## config.mk

```make
export PLATFORM = sky130hd
export DESIGN_NAME = tc_parade_multi
export DESIGN_NICKNAME = d
export VERILOG_FILES = /design/src/rtl/tc_parade_multi.sv
export SDC_FILE = /design/constraint.sdc
export NUM_CORES = 1
export LEC_CHECK = 0
export CAP_MARGIN = 10
export CORE_ASPECT_RATIO = 1.4
export CORE_UTILIZATION = 35
export DETAILED_ROUTE_END_ITERATION = 6
export PLACE_DENSITY = 0.55
export SYNTH_ARGS = -nofsm -noshare
export SYNTH_HDL_FRONTEND = slang
export SYNTH_SLANG_ARGS = --single-unit
```

## constraint.sdc

```tcl
create_clock -name CLK -period 2.52 [get_ports CLK]
set_input_delay 0.252 -clock CLK [delete_from_list [all_inputs] [get_ports CLK]]
set_output_delay 0.252 -clock CLK [all_outputs]
set_load 0.03 [all_outputs]
```

## src/rtl/tc_parade_multi.sv

```systemverilog
`default_nettype none
// ============================================================================
// Module  : tc_parade_multi
// Brief   : N-approach traffic controller with min-green, yellow, all-red
//           clearance, request skipping and a parade hold mode.
// Revision: 1.0
// ============================================================================
module tc_parade_multi #(
    parameter  int NUM_DIR        = 2,
    parameter  int CNT_W          = 8,
    parameter  int MIN_GREEN      = 5,
    parameter  int YELLOW_CYCLES  = 3,
    parameter  int ALL_RED_CYCLES = 1,
    parameter  int PARADE_DIR     = 1,
    localparam int IW             = $clog2(NUM_DIR)
) (
    input  logic                 CLK,
    input  logic                 RESET,
    input  logic                 P,
    input  logic                 R,
    input  logic [NUM_DIR-1:0]   T,
    output logic [3*NUM_DIR-1:0] L,
    output logic [IW-1:0]        ACTIVE,
    output logic                 MODE
);

    typedef enum logic [1:0] {
        S_GREEN  = 2'd0,
        S_YELLOW = 2'd1,
        S_ALLRED = 2'd2
    } phase_t;

    localparam logic [CNT_W-1:0] c_MG_LAST  = CNT_W'(MIN_GREEN - 1);
    localparam logic [CNT_W-1:0] c_YEL_LAST = CNT_W'(YELLOW_CYCLES - 1);
    localparam logic [CNT_W-1:0] c_AR_LAST  =
        CNT_W'((ALL_RED_CYCLES > 0) ? (ALL_RED_CYCLES - 1) : 0);
    localparam logic             c_HAS_AR   = (ALL_RED_CYCLES > 0);
    localparam logic [IW-1:0]    c_PARADE   = IW'(PARADE_DIR);
    localparam logic [IW-1:0]    c_LAST_DIR = IW'(NUM_DIR - 1);
    localparam logic [CNT_W-1:0] c_TMAX     = '1;

    phase_t             r_phase;
    logic [IW-1:0]      r_cur;
    logic [IW-1:0]      r_nxt;
    logic [CNT_W-1:0]   r_timer;
    logic               r_mode;

    phase_t             w_phase_nxt;
    logic [IW-1:0]      w_cur_nxt;
    logic [IW-1:0]      w_nxt_nxt;
    logic [CNT_W-1:0]   w_timer_nxt;
    logic               w_mode_nxt;

    logic [IW-1:0]      w_cur_inc;
    logic [IW-1:0]      w_scan_idx;
    logic [IW-1:0]      w_scan_try;
    int                 w_scan_sum;
    logic               w_hold;

    always_ff @(posedge CLK or negedge RESET) begin
        if (!RESET) begin
            r_phase <= S_GREEN;
            r_cur   <= '0;
            r_nxt   <= '0;
            r_timer <= '0;
            r_mode  <= 1'b0;
        end else begin
            r_phase <= w_phase_nxt;
            r_cur   <= w_cur_nxt;
            r_nxt   <= w_nxt_nxt;
            r_timer <= w_timer_nxt;
            r_mode  <= w_mode_nxt;
        end
    end

    // Scan from the farthest candidate toward cur+1 so the nearest request wins.
    always_comb begin
        w_cur_inc  = (r_cur == c_LAST_DIR) ? '0 : r_cur + IW'(1);
        w_scan_idx = w_cur_inc;
        w_scan_sum = 0;
        w_scan_try = '0;
        for (int k = NUM_DIR - 1; k >= 1; k--) begin
            w_scan_sum = int'(r_cur) + k;
            if (w_scan_sum >= NUM_DIR) begin
                w_scan_sum = w_scan_sum - NUM_DIR;
            end
            w_scan_try = IW'(w_scan_sum);
            if (T[w_scan_try]) begin
                w_scan_idx = w_scan_try;
            end
        end
    end

    assign w_hold = (r_timer < c_MG_LAST)
                 || (r_mode && (r_cur == c_PARADE))
                 || (!r_mode && T[r_cur]);

    always_comb begin
        w_phase_nxt = r_phase;
        w_cur_nxt   = r_cur;
        w_nxt_nxt   = r_nxt;
        w_timer_nxt = (r_timer == c_TMAX) ? r_timer : r_timer + CNT_W'(1);
        w_mode_nxt  = r_mode;

        if (P && !R) begin
            w_mode_nxt = 1'b1;
        end else if (R && !P) begin
            w_mode_nxt = 1'b0;
        end

        case (r_phase)
            S_GREEN: begin
                if (!w_hold) begin
                    w_phase_nxt = S_YELLOW;
                    w_timer_nxt = '0;
                    w_nxt_nxt   = r_mode ? c_PARADE : w_scan_idx;
                end
            end
            S_YELLOW: begin
                if (r_timer == c_YEL_LAST) begin
                    w_timer_nxt = '0;
                    if (c_HAS_AR) begin
                        w_phase_nxt = S_ALLRED;
                    end else begin
                        w_phase_nxt = S_GREEN;
                        w_cur_nxt   = r_nxt;
                    end
                end
            end
            S_ALLRED: begin
                if (r_timer == c_AR_LAST) begin
                    w_phase_nxt = S_GREEN;
                    w_cur_nxt   = r_nxt;
                    w_timer_nxt = '0;
                end
            end
            default: begin
                w_phase_nxt = S_GREEN;
                w_timer_nxt = '0;
            end
        endcase
    end

    for (genvar gi = 0; gi < NUM_DIR; gi++) begin : g_lamp
        logic w_own;
        assign w_own         = (r_cur == IW'(gi));
        assign L[3*gi + 2]   = w_own && (r_phase == S_GREEN);
        assign L[3*gi + 1]   = w_own && (r_phase == S_YELLOW);
        assign L[3*gi]       = !(w_own && ((r_phase == S_GREEN) || (r_phase == S_YELLOW)));
    end

    assign ACTIVE = r_cur;
    assign MODE   = r_mode;

endmodule
`default_nettype wire

```

# After elaboration in Yosys (flattened, before gate mapping)
# Cells that the tools add are included.
# totals
register_bits	13
inputBits	6
output_inout_bits	8
word_cells	65
# classes
n_addsub	4
n_lt_le_gt_ge	4
n_eq_ne	7
n_mux	19
bitwise_logic	2
reduce_logical	24
# op_table
cell	count
two-way mux 8 bit	4
case mux 8 bit (3 select lines)	1
logical AND 1 bit	10
two-way mux 1 bit	10
adder 8 x 1 -> 8 bit (second input constant)	1
== test 8 x 2 -> 1 bit (second input constant)	1
== test 8 bit (second input constant)	1
zero test 8 bit	1
< comparator 8 x 3 -> 1 bit (second input constant)	1
two-way mux 2 bit	3
inequality test 2 bit (second input constant)	3
case mux 2 bit (3 select lines)	1
zero test 1 bit	5
< comparator 1 x 2 -> 1 bit (second input constant)	2
AND reduction 2 bit	2
logical OR 1 bit	3
AND reduction 3 bit	1
adder 1 x 1 -> 2 bit (second input constant)	1
== test 2 x 1 -> 1 bit (second input constant)	1
== test 2 bit (second input constant)	1
>= comparator 2 bit (second input constant)	1
zero test 2 bit	1
inverter 1 bit	2
nonzero test 2 bit	1
2 further kinds	2

# Depth between registers and ports, before layout
# Gate-level depths: netlist (run 1).
# depth
ltp_word	7
mapped_depth	5
mapped_depth_nobuf	5

# Worst setup path before layout (run 1)
# OpenSTA, ideal clock, no wires.
# synth_path
path_type	register -> output
startpoint	reg r_cur (netlist: ACTIVE)
endpoint	out L[1]
t_arrival_ns	1.378
required_ns	2.268
path_slack_ns	0.890
stages_incl_launch_ff	3
n_path_buf	0
path_cell_list	dfrtp_1 or2_2 nor2_1
# synth_between
elab_chain_cells	2
# synth_rtl
element	line	rtl
start: declaration	43	logic [IW-1:0] r_cur;
start signal: assignment	69	r_cur <= w_cur_nxt;
inverter 1 bit	146	assign w_own = (r_cur == IW'(gi));
logical AND 1 bit	148	assign L[3*gi + 1] = w_own && (r_phase == S_YELLOW);
end: declaration	22	output logic [3*NUM_DIR-1:0] L,
# No other way between the ends.

# Worst setup path after layout (run 1)
# layout_path
startpoint	reg r_phase[1]
endpoint	out L[1]
# layout_between
elab_chain_cells	2
# layout_rtl
element	line	rtl
start: declaration	42	phase_t r_phase;
start signal: assignment	68	r_phase <= w_phase_nxt;
== test 2 x 1 -> 1 bit	148	
logical AND 1 bit	148	
# No other way between the ends.

==> flow_summary.yaml, run 1 <==
final_layout:
  drive_above_1_share_pct: 10.2
  synthToLayoutAreaGrowth_pct: 23.8
  final_nets: 109
  fill_cells: 207
  final_core_util_pct: 47.0
  num_antenna_cells: 0
setup_path:
  worstPathRequired_ns: 2.27
  cp.depth: 3
  cp_slowest_cell: "clkdlybuf4s50_1"
  crit_type: "reg2out"
  path_buf_inv: 1
  startpoint: "r_phase[1]"
  reg2regPathDepth: 4
  critPathArrivalTime_ns: 1.80
  reg2reg_slack_ns: 0.76
  start_kind: "register"
  rr_startpoint: "r_timer[2]"
  worstPathMaxFanout: 7
  slowest_delay_ns: 0.67
  crit_end: "L[1]"
  critPathCaptureType: "primary output"
  crit_chain: "or2_2 -> nor2_1 -> clkdlybuf4s50_1"
  path_delay_family: "buffers and inverters"
  worstReg2RegEnd: "ACTIVE"
grt:
  antenna_found_initial: 0
  grtUsageTotal_pct: 15.1
  grt_pass1_vias: 622
  grt_overflow_total: 0
  grt_pass1_wl_um: 2790
  grt_max_degree: 14
sta:
  fin_hold_ws_ns: 0.349
  final_max_slew_viol_count: 0
  tightestPinTransition_ns: 0.610
  fmax_mhz: 487
  tns_ns: 0
  min_period_over_period_pct: 81.4
  hold_violations: 0
  rsz0062_at_grt: "false"
  setup_viol: 0
  fin_skew_ns: 0.00784
  slew_headroom_pct: 59.2
  period_needed_ns: 2.05
worst_hold_path:
  hold_class: "in2async"
die:
  initial_core_util_pct: 38.0
  die_w_um: 41.6
  core_area_um2: 2020
  dieArea_um2: 2390
  placementRows: 19
  die_h_um: 57.4
  ios: 14
cts:
  cts.htree.levels: 1
  cts_tree: "yes"
  clock-sinks: 13
  cts_buffer_depth: 2
  cts.reportedPaths.clkPinSlew_ns: 0.09
  ctsHoldBuffers: 0
  clk_latency_ns: 0.28
  cts_made_buffers: 3
  cts_resized: 0
  post_cts_buffers: 0
  clockRootBuffer: "clkbuf_4"
pwr:
  power_density_nw_per_um2: 1260
  ir_worst_vdd_mv: 0.645
  p_leak_nw: 0.403
logic_synthesis:
  synth_area_leaders: "dfrtp_1, nor2_1, ha_1"
  yosysWarnings: 0
  synth_cell_types: 30
  synth_edf_count: 0
  yosysTopAreaCell: "dfrtp_1"
  yosysMostFrequentCell: "nor2_1"
  synthesis.area_um2: 767
  synth_flop_cell: "dfrtp_1"
  synth_common_cells: "nor2_1, dfrtp_1, inv_1"
  post-synth-top-area-fraction_pct: 42.4
  ys_seq_elements: 13
  syn-num-nets: 91
  syn_inst: 81
  syn_avg_cell_area_um2: 9.47
  async_flop_share_pct: 100
  yosysSeqAreaShare_pct: 42.4
run:
  drv_cap: 0
placed_design:
  routabilityCongestion: 0.745
  numPortBuffers: 13
  hpwl_um: 1090
routing:
  viasPerCell: 5.19
  drt-initial-drc-count: 12
  wl_per_cell_um: 12.5
  routed_wirelength_um: 1490
  dr.pass1.iters: 2
  drc: 0
  vias: 618
  ant_nets: 0
status:
  outcome: "finished, final reports clean"
report_power, final:
group | internal (W) | switching, W
Sequential | 0.000280 | 0.0000924
Clock | 0.0000613 | 0.0000704
Combinational | 0.000294 | 0.000396
worst min-delay path by stage:
stage               depth (start not counted)          to
finish                                      1      ACTIVE
global route                                1      ACTIVE
detailed placement                          2       r_nxt
CTS                                         1  r_phase[0]
floorplan                                   0      ACTIVE
global placement                            2       r_nxt
cell families after synthesis:
kind of cell / synth area share [%]
and+or+nand+nor: 24.8
muxes: 4.24
AOI/OAI and AO/OA: 13.4
xor gates and xnor gates: 5.71
DFF: 42.4
adders and majority gates: 6.53
buffers and inverters: 2.94
cells in the final DEF (no fill, tap or decap):
master / n
nor2_1: 14
dfrtp_1: 13
clkdlybuf4s50_1: 13
inv_1: 6
nand3_1: 5
nand2_1: 5
ha_1: 4
o21ai_0: 3
xor2_1: 3
a21oi_1: 3
clkbuf_4: 3
or2_2: 2
nor2b_1: 2
xnor2_1: 2
mux2_2: 2
nand4_1: 1
and3_1: 1
nor4_4: 1
a31oi_1: 1
o21a_1: 1
nor3b_1: 1
a2111o_1: 1
o221ai_2: 1
nand2b_1: 1
mux2i_1: 1
nor3_2: 1
o2111ai_1: 1
and2_1: 1
o211ai_1: 1
nor3_1: 1
a211o_1: 1
o31ai_1: 1
clkbuf_1: 1
area by class of cell:
cell class	count	area, um2	area share [%]
inverter	6	22.5	2.37
multi-input combinational	62	419	44.1
timing repair buffer	13	130	13.7
sequential	13	325	34.3
tap	21	26.3	2.77
clock buffer	4	26.3	2.77
layer usage:
| layer | track usage [%] | vias to the layer above | share of wire, % |
|---|---|---|---|
| li1 | - | 317 | - |
| met1 | 18.6 | 284 | 46 |
| met2 | 25.7 | 15 | 49 |
| met3 | 3.48 | 2 | 3.5 |
| met4 | 5.53 | 0 | 0.94 |
| met5 | 0 | - | 0 |
sequential cells by signal (all words and copies together), names as in the netlist:
signal / cells
r_phase: 2
r_nxt: 1
r_timer: 8
ACTIVE: 1
MODE: 1
through the flow:
| stage | cells | setup slack (ns) | area, um2 | total power [W] |
|---|---|---|---|---|
| CTS | 119 | 0.453 | 950 | 0.00121 |
| global route | 119 | 0.351 | 950 | 0.00131 |
| floorplan | 81 | 0.890 | 767 | 0.000839 |
| global placement | 115 | 0.782 | 923 | 0.00107 |
| detailed placement | 115 | 0.773 | 923 | 0.00107 |
| finish | 119 | 0.468 | 950 | 0.00119 |
(Power assumes the default switching activity.)
==> run 2: changes to the inputs <==
- clock period: 2.52 -> 2 ns (I/O delays scaled with it)
==> run 2 against run 1 <==
Final cell count did not move; register-to-register slack got worse by 0.48 ns; count of clock-buffer cells in the layout unchanged; clock skew shrank 0.0055 ns; highest routed layer unchanged; die area unchanged; sequential power grew 28%.
==> flow_summary.yaml, run 2 (same netlist as run 1, synthesis figures left out) <==
placed_design:
  hpwl_um: 1100
  numPortBuffers: 13
  routabilityCongestion: 0.735
  placedCellCount: 115
sta:
  tightestPinTransition_ns: 0.600
  rsz0062_at_grt: "false"
  tns_ns: 0
  min_period_over_period_pct: 93.6
  setup_viol: 0
  slew_headroom_pct: 59.8
  hold_violations: 0
  fin_skew_ns: 0.00231
  final_max_slew_viol_count: 0
  period_needed_ns: 1.87
  fmax_mhz: 534
pwr:
  power_density_nw_per_um2: 1550
  ir_worst_vdd_mv: 0.826
  p_total_w: 0.00148
  p_leak_nw: 0.438
setup_path:
  crit_chain: "or2_2 -> clkdlybuf4s50_1"
  critPathCaptureType: "primary output"
  critPathArrivalTime_ns: 1.67
  reg2regPathDepth: 4
  cp_slowest_cell: "clkdlybuf4s50_1"
  rr_startpoint: "r_timer[2]"
  startpoint: "r_phase[1]"
  crit_type: "reg2out"
  worstPathRequired_ns: 1.80
  slowest_delay_ns: 0.60
  worstPathMaxFanout: 7
  start_kind: "register"
status:
  outcome: "finished, final reports clean"
final_layout:
  largestRegisters: "r_timer (8), r_phase (2)"
  post_layout_nonfiller_instances: 119
  fill_cells: 208
  drive_above_1_share_pct: 10.2
  regMostFlops: "r_timer"
  num_antenna_cells: 0
  synthToLayoutAreaGrowth_pct: 24.1
  final_nets: 109
  largest_reg_flops: 8
  layout_common_cells: "nor2_1, dfrtp_1, clkdlybuf4s50_1"
  final_common_cell: "nor2_1"
grt:
  grt_overflow_total: 0
  antenna_found_initial: 0
  grtUsageTotal_pct: 14.4
  grt_max_degree: 14
  grt_pass1_wl_um: 2670
  grt_pass1_vias: 620
run:
  drv_cap: 0
cts:
  cts_buffer_depth: 2
  cts_tree: "yes"
  clk_latency_ns: 0.28
  cts.htree.levels: 1
  clock-sinks: 13
  cts_made_buffers: 3
  ctsHoldBuffers: 0
  cts.reportedPaths.clkPinSlew_ns: 0.08
  clockRootBuffer: "clkbuf_4"
routing:
  dr.pass1.iters: 4
  vias: 633
  drc: 0
  wl_per_cell_um: 12.5
  drt-initial-drc-count: 7
  viasPerCell: 5.32
  ant_nets: 0
  routed_wirelength_um: 1480
worst_hold_path:
  hold_class: "in2async"
die:
  initial_core_util_pct: 38.0
  die_w_um: 41.6
  core_area_um2: 2020
  die_h_um: 57.4
  dieArea_um2: 2390
  ios: 14
  placementRows: 19
run 2: cell types whose count changed in the layout (fill, tap and decap cells not counted):
cell,change
clkdlybuf4s50_1,-4
dlygate4sd2_1,+2
dlymetal6s2s_1,+2
run 2: area by class of cell:
type | instances | area, um2 | area share (%)
Clock buffer | 4 | 26.3 | 2.76
Multi-Input combinational cell | 62 | 419 | 44.0
Inverter | 6 | 22.5 | 2.37
Tap cell | 21 | 26.3 | 2.76
Sequential cell | 13 | 325 | 34.2
Timing Repair Buffer | 13 | 133 | 13.9
run 2: where the power goes:
part	switching [W]	internal [W]	leakage, nW	total (W)
sequential	0.000123	0.000353	0.167	0.000476
combinational	0.000489	0.000350	0.256	0.000839
clock	0.0000860	0.0000774	0.0150	0.000163
run 2: stage by stage:
stage	hold WS, ns	worst slack, ns	area, um2	util [%]
CTS	0.318	0.0602	947	46.9
detailed placement	0.477	0.276	923	45.7
finish	0.297	0.129	952	47.1
global placement	0.482	0.285	923	45.7
floorplan	-0.0956	0.422	767	-
global route	0.354	0.0778	952	47.1
run 2: path summary, 6_finish.rpt:
check | to | slack [ns]
worst max-delay path | L[0] | 0.13
worst min-delay path | ACTIVE | 0.30
worst max register to register | ACTIVE | 0.28
worst min register to register | r_nxt | 0.49
max in group asynchronous | r_timer[6] | 1.31
min in group CLK | r_nxt | 0.49
run 2: layer usage:
metal | part of all wire (%) | track usage, %
met1 | 41 | 17.3
met5 | 0 | 0
met2 | 53 | 24.6
met3 | 4.3 | 1.90
met4 | 1.7 | 8.29
run 2: critical path: cells and delay by family, from the launching register on:
| family | cells | cell delay (ns) |
|---|---|---|
| buffers and inverters | 1 | 0.60 |
| DFF | 1 | 0.45 |
| and+or+nand+nor | 1 | 0.34 |
run 2: what timing repair did:
| action | 4_1_cts | 5_1_grt |
|---|---|---|
| gates resized for setup | 2 | 2 |
| setup buffers | 0 | 0 |
| hold endpoints to repair | 0 | 0 |
| pin swaps | 0 | 0 |
| setup endpoints to repair | 2 | 2 |
==> run 3: changes to the inputs <==
- CORE_UTILIZATION: 35 -> 40
- PLACE_DENSITY: 0.55 -> 0.62
==> run 3 against run 2 <==
Clock skew fell by 0.00065 ns; sequential share of layout area rose by 0.23 points; worst setup slack got worse by 0.041 ns; clock power barely moved; final cell count fell by 0.84%; total power rose by 0.32%; fmax fell by 2.2%; wire length rose by 4.0%; final area fell by 0.66%; register-to-register slack improved by 0.03 ns; combinational power rose by 0.5%; die area fell by 12%.
==> flow_summary.yaml, run 3 (same netlist as run 1, synthesis figures left out) <==
routing:
  ant_nets: 0
  vias: 634
  wl_per_cell_um: 13.1
  viasPerCell: 5.37
  drc: 0
  dr.pass1.iters: 4
  routed_wirelength_um: 1540
  drt-initial-drc-count: 4
die:
  die_w_um: 39.0
  ios: 14
  initial_core_util_pct: 43.1
  core_area_um2: 1780
  placementRows: 18
  die_h_um: 53.8
  dieArea_um2: 2100
sta:
  fin_hold_ws_ns: 0.284
  period_needed_ns: 1.91
  setup_viol: 0
  hold_violations: 0
  min_period_over_period_pct: 95.6
  tns_ns: 0
  slew_headroom_pct: 61.3
  final_max_slew_viol_count: 0
  fin_skew_ns: 0.00166
  rsz0062_at_grt: "false"
  fmax_mhz: 523
  tightestPinTransition_ns: 0.579
setup_path:
  crit_type: "reg2out"
  critPathArrivalTime_ns: 1.71
  critPathCaptureType: "primary output"
  start_kind: "register"
  reg2reg_slack_ns: 0.31
  worstPathMaxFanout: 7
  worstPathRequired_ns: 1.80
pwr:
  switching_share_pct: 47.1
  power_frac_seq_pct: 32.3
  combPwrFrac_pct: 56.8
  power_density_nw_per_um2: 1570
  p_clk_share_pct: 10.9
  p_sw_w: 0.000699
  intPower_w: 0.000784
  ir_worst_vdd_mv: 0.622
  p_leak_nw: 0.409
grt:
  grt_pass1_wl_um: 2570
  antenna_found_initial: 0
  grt_overflow_total: 0
  grtUsageTotal_pct: 18.2
  grt_max_degree: 14
  grt_pass1_vias: 615
final_layout:
  post_layout_nonfiller_instances: 118
  num_antenna_cells: 0
  final_common_cell: "nor2_1"
  layout_common_cells: "nor2_1, dfrtp_1, clkdlybuf4s50_1"
  regMostFlops: "r_timer"
  largestRegisters: "r_timer (8), r_phase (2)"
  synthToLayoutAreaGrowth_pct: 23.3
  largest_reg_flops: 8
  final_nets: 109
  final_core_util_pct: 53.2
  fill_cells: 187
  drive_above_1_share_pct: 10.2
placed_design:
  placedCellCount: 114
  routabilityCongestion: 0.714
  hpwl_um: 1170
  numPortBuffers: 13
cts:
  cts.reportedPaths.clkPinSlew_ns: 0.07
  clock-sinks: 13
  cts_resized: 2
  cts_made_buffers: 3
  post_cts_buffers: 0
  cts_tree: "yes"
  cts_buffer_depth: 2
  clk_latency_ns: 0.28
  clockRootBuffer: "clkbuf_4"
  ctsHoldBuffers: 0
  cts.htree.levels: 1
run:
  drv_cap: 0
worst_hold_path:
  hold_class: "in2async"
status:
  outcome: "finished, final reports clean"
-- run 3: power by group through the flow --
stage          Combinational [W]  Sequential (W)  Clock (W)
6_report                0.000843        0.000478   0.000162
4_1_cts                 0.000857        0.000481   0.000172
2_1_floorplan           0.000582        0.000476          0
5_1_grt                 0.000926        0.000498   0.000185
3_5_place_dp            0.000872        0.000485          0
3_3_place_gp            0.000865        0.000479          0
-- run 3: layer usage --
| layer | routed length, um | GRT usage, % | part of all wire, % | vias up |
|---|---|---|---|---|
| li1 | - | - | - | 318 |
| met1 | 624 | 19.6 | 40 | 292 |
| met2 | 806 | 32.2 | 52 | 19 |
| met3 | 72 | 1.65 | 4.7 | 5 |
| met4 | 38 | 12.1 | 2.5 | 0 |
| met5 | 0 | 0 | 0 | - |
-- run 3: final cells by class --
class / count / area (um2) / share of cell area [%]
multi-input combinational: 62 / 419 / 44.3
timing repair buffer: 13 / 128 / 13.5
tap: 20 / 25.0 / 2.65
sequential: 13 / 325 / 34.4
inverter: 6 / 22.5 / 2.38
clock buffer: 4 / 26.3 / 2.78
-- run 3: worst paths after layout --
check	endpoint	cells past startpoint	startpoint
worst min register to register	r_nxt	2	r_nxt
worst max-delay path	L[4]	4	r_phase[1]
worst min-delay path	r_nxt	1	RESET
max in group asynchronous	r_phase[0]	1	RESET
min in group CLK	r_nxt	2	r_nxt
worst max register to register	ACTIVE	4	r_timer[2]
-- run 3: worst max-delay path, cell delays in order, from the launching register on --
cell and delay (ns):
dfrtp_1 0.45, inv_1 0.13, nand2_1 0.09, nor2_1 0.09, clkdlybuf4s50_1 0.67
-- run 3: through the flow --
stage / area, um2 / setup slack [ns] / power, W
after floorplan: 767 / 0.422 / 0.00106
after global placement: 922 / 0.270 / 0.00134
after detailed placement: 922 / 0.260 / 0.00136
after CTS: 946 / 0.0623 / 0.00151
after global routing: 946 / 0.0117 / 0.00161
final: 946 / 0.0876 / 0.00148
